## config.mk

```make
export PLATFORM = sky130hd
export DESIGN_NAME = plot_sequencer_flat
export DESIGN_NICKNAME = d
export VERILOG_FILES = /design/src/rtl/plot_pkg.sv /design/src/rtl/plot_sequencer_if.sv /design/src/rtl/plot_y_to_row.sv /design/src/rtl/plot_sequencer.sv /design/src/flat_wrapper.sv
export SDC_FILE = /design/constraint.sdc
export NUM_CORES = 1
export LEC_CHECK = 0
export CORE_MARGIN = 5
export CORE_UTILIZATION = 30
export DETAILED_ROUTE_END_ITERATION = 10
export SLEW_MARGIN = 20
export SYNTH_ARGS = -nofsm -noshare
export SYNTH_HDL_FRONTEND = slang
export SYNTH_SLANG_ARGS = --single-unit
```

## constraint.sdc

```tcl
create_clock -name clk -period 2.3 [get_ports clk]
set_clock_uncertainty 0.2 [all_clocks]
set_input_delay 0.345 -clock clk [delete_from_list [all_inputs] [get_ports clk]]
set_output_delay 0.345 -clock clk [all_outputs]
set_load 0.05 [all_outputs]
```

## src/rtl/plot_pkg.sv

```systemverilog
// rtl/plot_pkg.sv - shared fixed-point widths, Q-format helper and sequencer state encoding
package plot_pkg;
  localparam int INTEGER_PART_WIDTH    = 8;
  localparam int FRACTIONAL_PART_WIDTH = 8;
  localparam int NUMBER_WIDTH          = INTEGER_PART_WIDTH + FRACTIONAL_PART_WIDTH;

  typedef enum logic [2:0] {
    S_IDLE,
    S_CLEAR,
    S_START_PARSE,
    S_WAIT_PARSE,
    S_START_EVAL,
    S_WAIT_EVAL,
    S_WRITE_PIXEL,
    S_NEXT_COL
  } plot_state_t;

  // Floor toward -inf: an arithmetic shift drops the fraction bits.
  function automatic logic signed [NUMBER_WIDTH-1:0] q_floor_int(input logic signed [NUMBER_WIDTH-1:0] q);
    return q >>> FRACTIONAL_PART_WIDTH;
  endfunction
endpackage

```

## src/rtl/plot_sequencer_if.sv

```systemverilog
// rtl/plot_sequencer_if.sv - parser, evaluator and framebuffer signals of the plot sequencer
interface plot_sequencer_if
  import plot_pkg::*;
#(
  parameter int NUMBER_WIDTH_P = NUMBER_WIDTH,
  parameter int X_WIDTH        = 10,
  parameter int Y_WIDTH        = 9
);
  logic                      parser_start;
  logic                      parser_ready;
  logic                      eval_start;
  logic [NUMBER_WIDTH_P-1:0] eval_x;
  logic                      eval_done;
  logic [NUMBER_WIDTH_P-1:0] eval_y;
  logic                      eval_error;
  logic                      pixel_we;
  logic [X_WIDTH-1:0]        pixel_x;
  logic [Y_WIDTH-1:0]        pixel_y;
  logic                      pixel_value;
  logic                      pixel_ready;

  modport master (
    output parser_start, eval_start, eval_x, pixel_we, pixel_x, pixel_y, pixel_value,
    input  parser_ready, eval_done, eval_y, eval_error, pixel_ready
  );

  modport slave (
    input  parser_start, eval_start, eval_x, pixel_we, pixel_x, pixel_y, pixel_value,
    output parser_ready, eval_done, eval_y, eval_error, pixel_ready
  );
endinterface

```

## src/rtl/plot_y_to_row.sv

```systemverilog
// rtl/plot_y_to_row.sv - converts a signed Q y value into a screen row with clip detection
module plot_y_to_row #(
  parameter int INTEGER_PART_WIDTH    = 8,
  parameter int FRACTIONAL_PART_WIDTH = 8,
  parameter int SCREEN_HEIGHT         = 480,
  localparam int NW = INTEGER_PART_WIDTH + FRACTIONAL_PART_WIDTH,
  localparam int YW = $clog2(SCREEN_HEIGHT)
) (
  input  logic [NW-1:0] y,
  output logic [YW-1:0] row,
  output logic          in_range
);
  localparam int RW = INTEGER_PART_WIDTH + 2;
  localparam logic signed [RW-1:0] CENTRE  = RW'(SCREEN_HEIGHT / 2 - 1);
  localparam logic signed [RW-1:0] ROW_MAX = RW'(SCREEN_HEIGHT - 1);

  logic signed [INTEGER_PART_WIDTH-1:0] y_int;
  logic signed [RW-1:0]                 y_ext;
  logic signed [RW-1:0]                 row_s;
  logic                                 unused_frac;

  // Taking the integer bits of a two's-complement Q value is the floor.
  assign y_int       = y[NW-1:FRACTIONAL_PART_WIDTH];
  assign unused_frac = ^y[FRACTIONAL_PART_WIDTH-1:0];
  assign y_ext       = {{2{y_int[INTEGER_PART_WIDTH-1]}}, y_int};
  assign row_s       = CENTRE - y_ext;
  assign in_range    = !row_s[RW-1] && (row_s <= ROW_MAX);
  assign row         = row_s[YW-1:0];
endmodule

```

## src/rtl/plot_sequencer.sv

```systemverilog
// rtl/plot_sequencer.sv - clears the framebuffer, runs the parser, then plots one pixel per column
// Optional watchdog on the parser/evaluator waits: PLOT_SEQUENCER_TIMEOUT_EN.
module plot_sequencer
  import plot_pkg::*;
#(
  parameter int INTEGER_PART_WIDTH    = 8,
  parameter int FRACTIONAL_PART_WIDTH = 8,
  parameter int SCREEN_WIDTH          = 640,
  parameter int SCREEN_HEIGHT         = 480,
  parameter logic [INTEGER_PART_WIDTH+FRACTIONAL_PART_WIDTH-1:0] X_START = 16'hEC00,
  parameter logic [INTEGER_PART_WIDTH+FRACTIONAL_PART_WIDTH-1:0] X_STEP  = 16'h0010
) (
  input  logic clk,
  input  logic rst,
  input  logic start,
  output logic busy,
  output logic done,
`ifdef PLOT_SEQUENCER_TIMEOUT_EN
  output logic timeout,
`endif
  plot_sequencer_if.master bus
);
  localparam int NW = INTEGER_PART_WIDTH + FRACTIONAL_PART_WIDTH;
  localparam int XW = $clog2(SCREEN_WIDTH);
  localparam int YW = $clog2(SCREEN_HEIGHT);
  localparam logic [XW-1:0] COL_LAST = XW'(SCREEN_WIDTH - 1);
  localparam logic [YW-1:0] ROW_LAST = YW'(SCREEN_HEIGHT - 1);

  plot_state_t   state, state_nx;
  logic [XW-1:0] col;
  logic [YW-1:0] row;
  logic [NW-1:0] x_acc;
  logic          done_r;
  logic [YW-1:0] calc_row;
  logic          calc_in_range;
  logic          accept;

  plot_y_to_row #(
    .INTEGER_PART_WIDTH   (INTEGER_PART_WIDTH),
    .FRACTIONAL_PART_WIDTH(FRACTIONAL_PART_WIDTH),
    .SCREEN_HEIGHT        (SCREEN_HEIGHT)
  ) u_y_to_row (
    .y       (bus.eval_y),
    .row     (calc_row),
    .in_range(calc_in_range)
  );

`ifdef PLOT_SEQUENCER_TIMEOUT_EN
  logic [15:0] wdog;
  logic        wdog_hit;
  logic        timeout_r;

  assign wdog_hit = (wdog == 16'hFFFF);
  assign timeout  = timeout_r;

  always_ff @(posedge clk) begin
    if (rst) begin
      wdog      <= '0;
      timeout_r <= 1'b0;
    end else begin
      if ((state == S_WAIT_PARSE || state == S_WAIT_EVAL) && state_nx == state)
        wdog <= wdog + 16'd1;
      else
        wdog <= '0;
      if (state == S_IDLE && start)
        timeout_r <= 1'b0;
      else if (state == S_WAIT_PARSE && !bus.parser_ready && wdog_hit)
        timeout_r <= 1'b1;
    end
  end
`else
  logic wdog_hit;
  assign wdog_hit = 1'b0;
`endif

  assign accept = bus.pixel_we && bus.pixel_ready;

  always_comb begin
    state_nx = state;
    case (state)
      S_IDLE:        if (start) state_nx = S_CLEAR;
      S_CLEAR:       if (accept && col == COL_LAST && row == ROW_LAST) state_nx = S_START_PARSE;
      S_START_PARSE: state_nx = S_WAIT_PARSE;
      S_WAIT_PARSE: begin
        if (bus.parser_ready)  state_nx = S_START_EVAL;
        else if (wdog_hit)     state_nx = S_IDLE;
      end
      S_START_EVAL:  state_nx = S_WAIT_EVAL;
      S_WAIT_EVAL: begin
        if (bus.eval_done)
          state_nx = (!bus.eval_error && calc_in_range) ? S_WRITE_PIXEL : S_NEXT_COL;
        else if (wdog_hit)
          state_nx = S_NEXT_COL;
      end
      S_WRITE_PIXEL: if (accept) state_nx = S_NEXT_COL;
      S_NEXT_COL:    state_nx = (col == COL_LAST) ? S_IDLE : S_START_EVAL;
      default:       state_nx = S_IDLE;
    endcase
  end

  // Pixel outputs come straight from registers that only move on acceptance.
  assign busy             = (state != S_IDLE);
  assign done             = done_r;
  assign bus.parser_start = (state == S_START_PARSE);
  assign bus.eval_start   = (state == S_START_EVAL);
  assign bus.eval_x       = x_acc;
  assign bus.pixel_we     = (state == S_CLEAR) || (state == S_WRITE_PIXEL);
  assign bus.pixel_value  = (state == S_WRITE_PIXEL);
  assign bus.pixel_x      = col;
  assign bus.pixel_y      = row;

  always_ff @(posedge clk) begin
    if (rst) begin
      state  <= S_IDLE;
      col    <= '0;
      row    <= '0;
      x_acc  <= '0;
      done_r <= 1'b0;
    end else begin
      state  <= state_nx;
      done_r <= (state_nx == S_IDLE) && (state != S_IDLE);
      case (state)
        S_IDLE: if (start) begin
          col <= '0;
          row <= '0;
        end
        S_CLEAR: if (accept) begin
          if (col == COL_LAST) begin
            col <= '0;
            row <= (row == ROW_LAST) ? '0 : row + 1'b1;
          end else begin
            col <= col + 1'b1;
          end
        end
        S_WAIT_PARSE: if (bus.parser_ready) begin
          col   <= '0;
          x_acc <= X_START;
        end
        S_WAIT_EVAL: if (bus.eval_done && !bus.eval_error) row <= calc_row;
        S_NEXT_COL: if (col != COL_LAST) begin
          col   <= col + 1'b1;
          x_acc <= x_acc + X_STEP;
        end
        default: ;
      endcase
    end
  end
endmodule
```

## src/flat_wrapper.sv

```systemverilog
// flat-port wrapper written by rule: the top's interface ports become plain ports
module plot_sequencer_flat import plot_pkg::*;
#(
  parameter int INTEGER_PART_WIDTH    = 8,
  parameter int FRACTIONAL_PART_WIDTH = 8,
  parameter int SCREEN_WIDTH          = 640,
  parameter int SCREEN_HEIGHT         = 480,
  parameter logic [INTEGER_PART_WIDTH+FRACTIONAL_PART_WIDTH-1:0] X_START = 16'hEC00,
  parameter logic [INTEGER_PART_WIDTH+FRACTIONAL_PART_WIDTH-1:0] X_STEP  = 16'h0010
)
  (clk, rst, start, busy, done, bus_parser_start, bus_eval_start, bus_eval_x, bus_pixel_we, bus_pixel_x, bus_pixel_y, bus_pixel_value, bus_parser_ready, bus_eval_done, bus_eval_y, bus_eval_error, bus_pixel_ready);
  plot_sequencer_if bus_i ();
  input  logic clk;
  input  logic rst;
  input  logic start;
  output logic busy;
  output logic done;
  output wire logic [$bits(bus_i.parser_start)-1:0] bus_parser_start;
  output wire logic [$bits(bus_i.eval_start)-1:0] bus_eval_start;
  output wire logic [$bits(bus_i.eval_x)-1:0] bus_eval_x;
  output wire logic [$bits(bus_i.pixel_we)-1:0] bus_pixel_we;
  output wire logic [$bits(bus_i.pixel_x)-1:0] bus_pixel_x;
  output wire logic [$bits(bus_i.pixel_y)-1:0] bus_pixel_y;
  output wire logic [$bits(bus_i.pixel_value)-1:0] bus_pixel_value;
  input wire logic [$bits(bus_i.parser_ready)-1:0] bus_parser_ready;
  input wire logic [$bits(bus_i.eval_done)-1:0] bus_eval_done;
  input wire logic [$bits(bus_i.eval_y)-1:0] bus_eval_y;
  input wire logic [$bits(bus_i.eval_error)-1:0] bus_eval_error;
  input wire logic [$bits(bus_i.pixel_ready)-1:0] bus_pixel_ready;
  assign bus_parser_start = bus_i.parser_start;
  assign bus_eval_start = bus_i.eval_start;
  assign bus_eval_x = bus_i.eval_x;
  assign bus_pixel_we = bus_i.pixel_we;
  assign bus_pixel_x = bus_i.pixel_x;
  assign bus_pixel_y = bus_i.pixel_y;
  assign bus_pixel_value = bus_i.pixel_value;
  assign bus_i.parser_ready = bus_parser_ready;
  assign bus_i.eval_done = bus_eval_done;
  assign bus_i.eval_y = bus_eval_y;
  assign bus_i.eval_error = bus_eval_error;
  assign bus_i.pixel_ready = bus_pixel_ready;
  plot_sequencer #(.INTEGER_PART_WIDTH(INTEGER_PART_WIDTH), .FRACTIONAL_PART_WIDTH(FRACTIONAL_PART_WIDTH), .SCREEN_WIDTH(SCREEN_WIDTH), .SCREEN_HEIGHT(SCREEN_HEIGHT), .X_START(X_START), .X_STEP(X_STEP)) u_core (.clk(clk), .rst(rst), .start(start), .busy(busy), .done(done), .bus(bus_i));
endmodule
```

==> metrics.txt <==
status=complete, no violations; global placement routability congestion=0.825; CTS Sinks=35; max-cap viol count=0; number of synthesized flops with an enable pin=0; post-synthesis sequential area ratio=31.2%; CTS tree=built; multi-input logic area=0.00143 sq mm; Setup crit start kind=register; antenna violations before repair=0; Buf/Inv on CP=3; worst vdd ir=0.218 mV; slowest cell delay on critical path=0.49 ns; Post-Syn Area=0.00225 sq mm; Warnings, synthesis=0; total chip power=1.54 mW; power per cell area=479 mW/mm^2; final hold violation count=0; Tightest Pin Transition=0.518 ns; core area=0.00729 sq mm; DRT Pass-1 Iters=4; asr flop ratio synth=0%; FILL cells=742; Max Fclk=0.451 GHz; dominant synthesized flop cell=dfxtp_1; FP Rows=31; die area=0.00932 sq mm; Initial Util=30.8%; vias in the first global route=2062; first-pass GRT wire length=9.89 mm; Worst Min Path Start=u_core.bus.eval_x[5]$_SDFFE_PP0P_; Hold WS=0.296 ns; Post-DRT Antenna Nets=0; clk slew on worst S/H paths=0.08 ns; Clock Path Buffers=2; TritonCTS Buffers=5; Final #Nets=375; Worst Hold Class=register to register; Die Height=96.5 um; critical path's slowest cell=dfxtp_2; placed insts=436; Cells after Synth=276; Final period util=96.5%; worst r2r src=u_core.bus.pixel_x[0]$_SDFFE_PP0P_; DRC errors left=0; Die X=96.5 um; Synth Register Bits=35; ANT cells=0; GRT Residual Overflow=0; critical-path cell list=clkinvlp_4 -> buf_4 -> nor3_4 -> nand2b_1 -> buf_12; fin. max-slew vios=0; Placed Area=0.00304 sq mm; I/O Pins=64; clk root buf=clkbuf_8; critical path depth in cells=5; pin count of the biggest net entering global routing=14; reg2reg path depth=7; WP data required=1.75 ns; WL met1=3.00 mm; post-route minimum period=2.22 ns; layout cells sized above 1=19.0%; worst-path fanout max=12; final WL=6.14 mm; Pleak=1.14 nW; Crit Path Class=register to primary output; post-route cell area=0.00321 sq mm; port bufs=51; Setup violations, final=0; post-DR wirelength/cell=13.7 um; metal3 WL=275 um; worst-skew pair later-pin latency=0.29 ns; Synth Area per Inst=8.14 sq um; Max Used Layer=met4; H-Tree Level Count=2; Hold Path Depth=2; Rel. slew slack=65.4%; DP HPWL=4.61 mm; Worst Path Arrival=1.67 ns; Non-Filler Instances=447; Register Area=709 sq um; crit end category=primary output; Post-Route Setup TNS=0 ns; met2 WL=2.77 mm; all-layer global routing usage=13.3%; worst setup path startpoint=u_core.state[2]$_SDFF_PP0_; initial DRC count=76; Via Count=2277; Yosys cell types=58; area grow syn2layout=42.9%; Via density=5.09; CP delay by family, top=buffers and inverters
==> where the power goes <==
part / switching, mW / total [mW] / internal [mW]
clock network: 0.238 / 0.671 / 0.432
logic: 0.137 / 0.239 / 0.103
registers: 0.0125 / 0.627 / 0.614
==> worst min-delay path, cell delays in order (launching register included) <==
cell and delay [ns]:
dfxtp_1 0.34, nand2_1 0.06, a21oi_1 0.05
==> flip-flops by register name, indices dropped and copies added (netlist names) <==
signal and cells:
u_core.bus.pixel_x 10, u_core.done 1, u_core.state 3, u_core.bus.pixel_y 9
u_core.bus.eval_x 12
==> synth_stat cells, drive strengths merged (2+ instances only) <==
| master | n | area share [%] |
|---|---|---|
| o221a | 2 | 1.0 |
| ha | 5 | 2.8 |
| nor3 | 14 | 3.1 |
| o21ai | 11 | 2.4 |
| dfxtp | 35 | 31 |
| or2 | 2 | 0.56 |
| and2 | 4 | 1.1 |
| xor2 | 10 | 3.9 |
| mux2i | 3 | 1.3 |
| or3 | 2 | 0.56 |
| buf | 13 | 3.7 |
| nand3 | 18 | 4.6 |
| o2111ai | 2 | 1.6 |
| and4 | 2 | 0.89 |
| nor4 | 5 | 2.6 |
| o2bb2ai | 2 | 0.78 |
| nand3b | 2 | 0.67 |
| xnor2 | 7 | 2.7 |
| and3 | 2 | 0.56 |
| a2111oi | 2 | 1.6 |
| a31oi | 5 | 1.4 |
| or4 | 3 | 1.0 |
| nor3b | 3 | 1.2 |
| inv | 13 | 2.2 |
| a21oi | 18 | 4.2 |
| nor2b | 5 | 1.7 |
| nand2b | 5 | 1.4 |
| nor2 | 24 | 4.0 |
| o31ai | 2 | 0.67 |
| a211oi | 5 | 1.9 |
| clkbuf | 3 | 0.50 |
| o32ai | 2 | 0.78 |
| a22oi | 3 | 1.0 |
| nand2 | 22 | 3.7 |
| nand4 | 10 | 2.8 |
==> placed cells by master (no fill, tap or decap), types with 3 or more instances in the layout <==
master           instances
mux2i_1                  3
dfxtp_1                 28
a211oi_1                 4
and2_1                   4
nand2_1                 22
nor2b_1                  4
xor2_1                  10
a22oi_1                  3
nand3_1                 17
or4_1                    3
nor2_1                  24
clkbuf_8                 5
nand2b_1                 5
clkdlybuf4s50_1         46
conb_1                   4
o21ai_0                 11
ha_1                     4
a21oi_1                 17
a31oi_1                  5
xnor2_1                  7
inv_1                   12
nor3_1                  12
dfxtp_2                  7
nand4_1                 10
buf_12                   5
buf_4                   26
==> per-layer routing <==
metal  up-vias  track usage (%)
li1       1144                -
met1      1062             17.8
met2        62             21.3
met3         9             2.71
met4         0             4.67
met5         -                0
==> kinds of logic (layout without fill, tap and decap cells) <==
logic type,after synthesis,count (layout),synth area share (%)
fa+ha+maj,5,5,2.78
mux,3,3,1.34
xor+xnor,17,17,6.63
buf+inv,29,98,6.35
compound gates,60,60,19.9
flops,35,35,31.2
simple gates,126,126,31.7
other cells,1,4,0.167
==> timing repair <==
item / CTS / global route
hold endpoints to repair: 0 / 0
hold buffers: 0 / 0
setup buffers: 0 / 3
endpoints found under the setup margin: 2 / 3
resized for setup: 2 / 3
==> per-stage QoR <==
stage / worst slack (ns) / util (%)
2_1_floorplan: 0.0335 / -
3_3_place_gp: -0.0363 / 41.7
3_5_place_dp: -0.0526 / 41.7
4_1_cts: 0.0263 / 43.6
5_1_grt: -0.00547 / 44.0
6_report: 0.0811 / 44.0
==> final timing paths <==
path	endpoint	slack, ns
worst max register to register	u_core.bus.pixel_y[3]$_SDFFE_PP0P_	0.16
worst min register to register	u_core.bus.eval_x[5]$_SDFFE_PP0P_	0.30
worst min-delay path	u_core.bus.eval_x[5]$_SDFFE_PP0P_	0.30
worst max-delay path	bus_pixel_we	0.08
==> area by class of cell <==
cell class              count  area share, %
inverters                  13           1.64
well taps                  99           3.86
flip-flops and latches     35           22.1
clock inverters             3           2.10
repair buffers             77           23.5
clock buffers               5           2.14
multi-input cells         215           44.6
No activity file was read; power rests on OpenSTA's default activity.
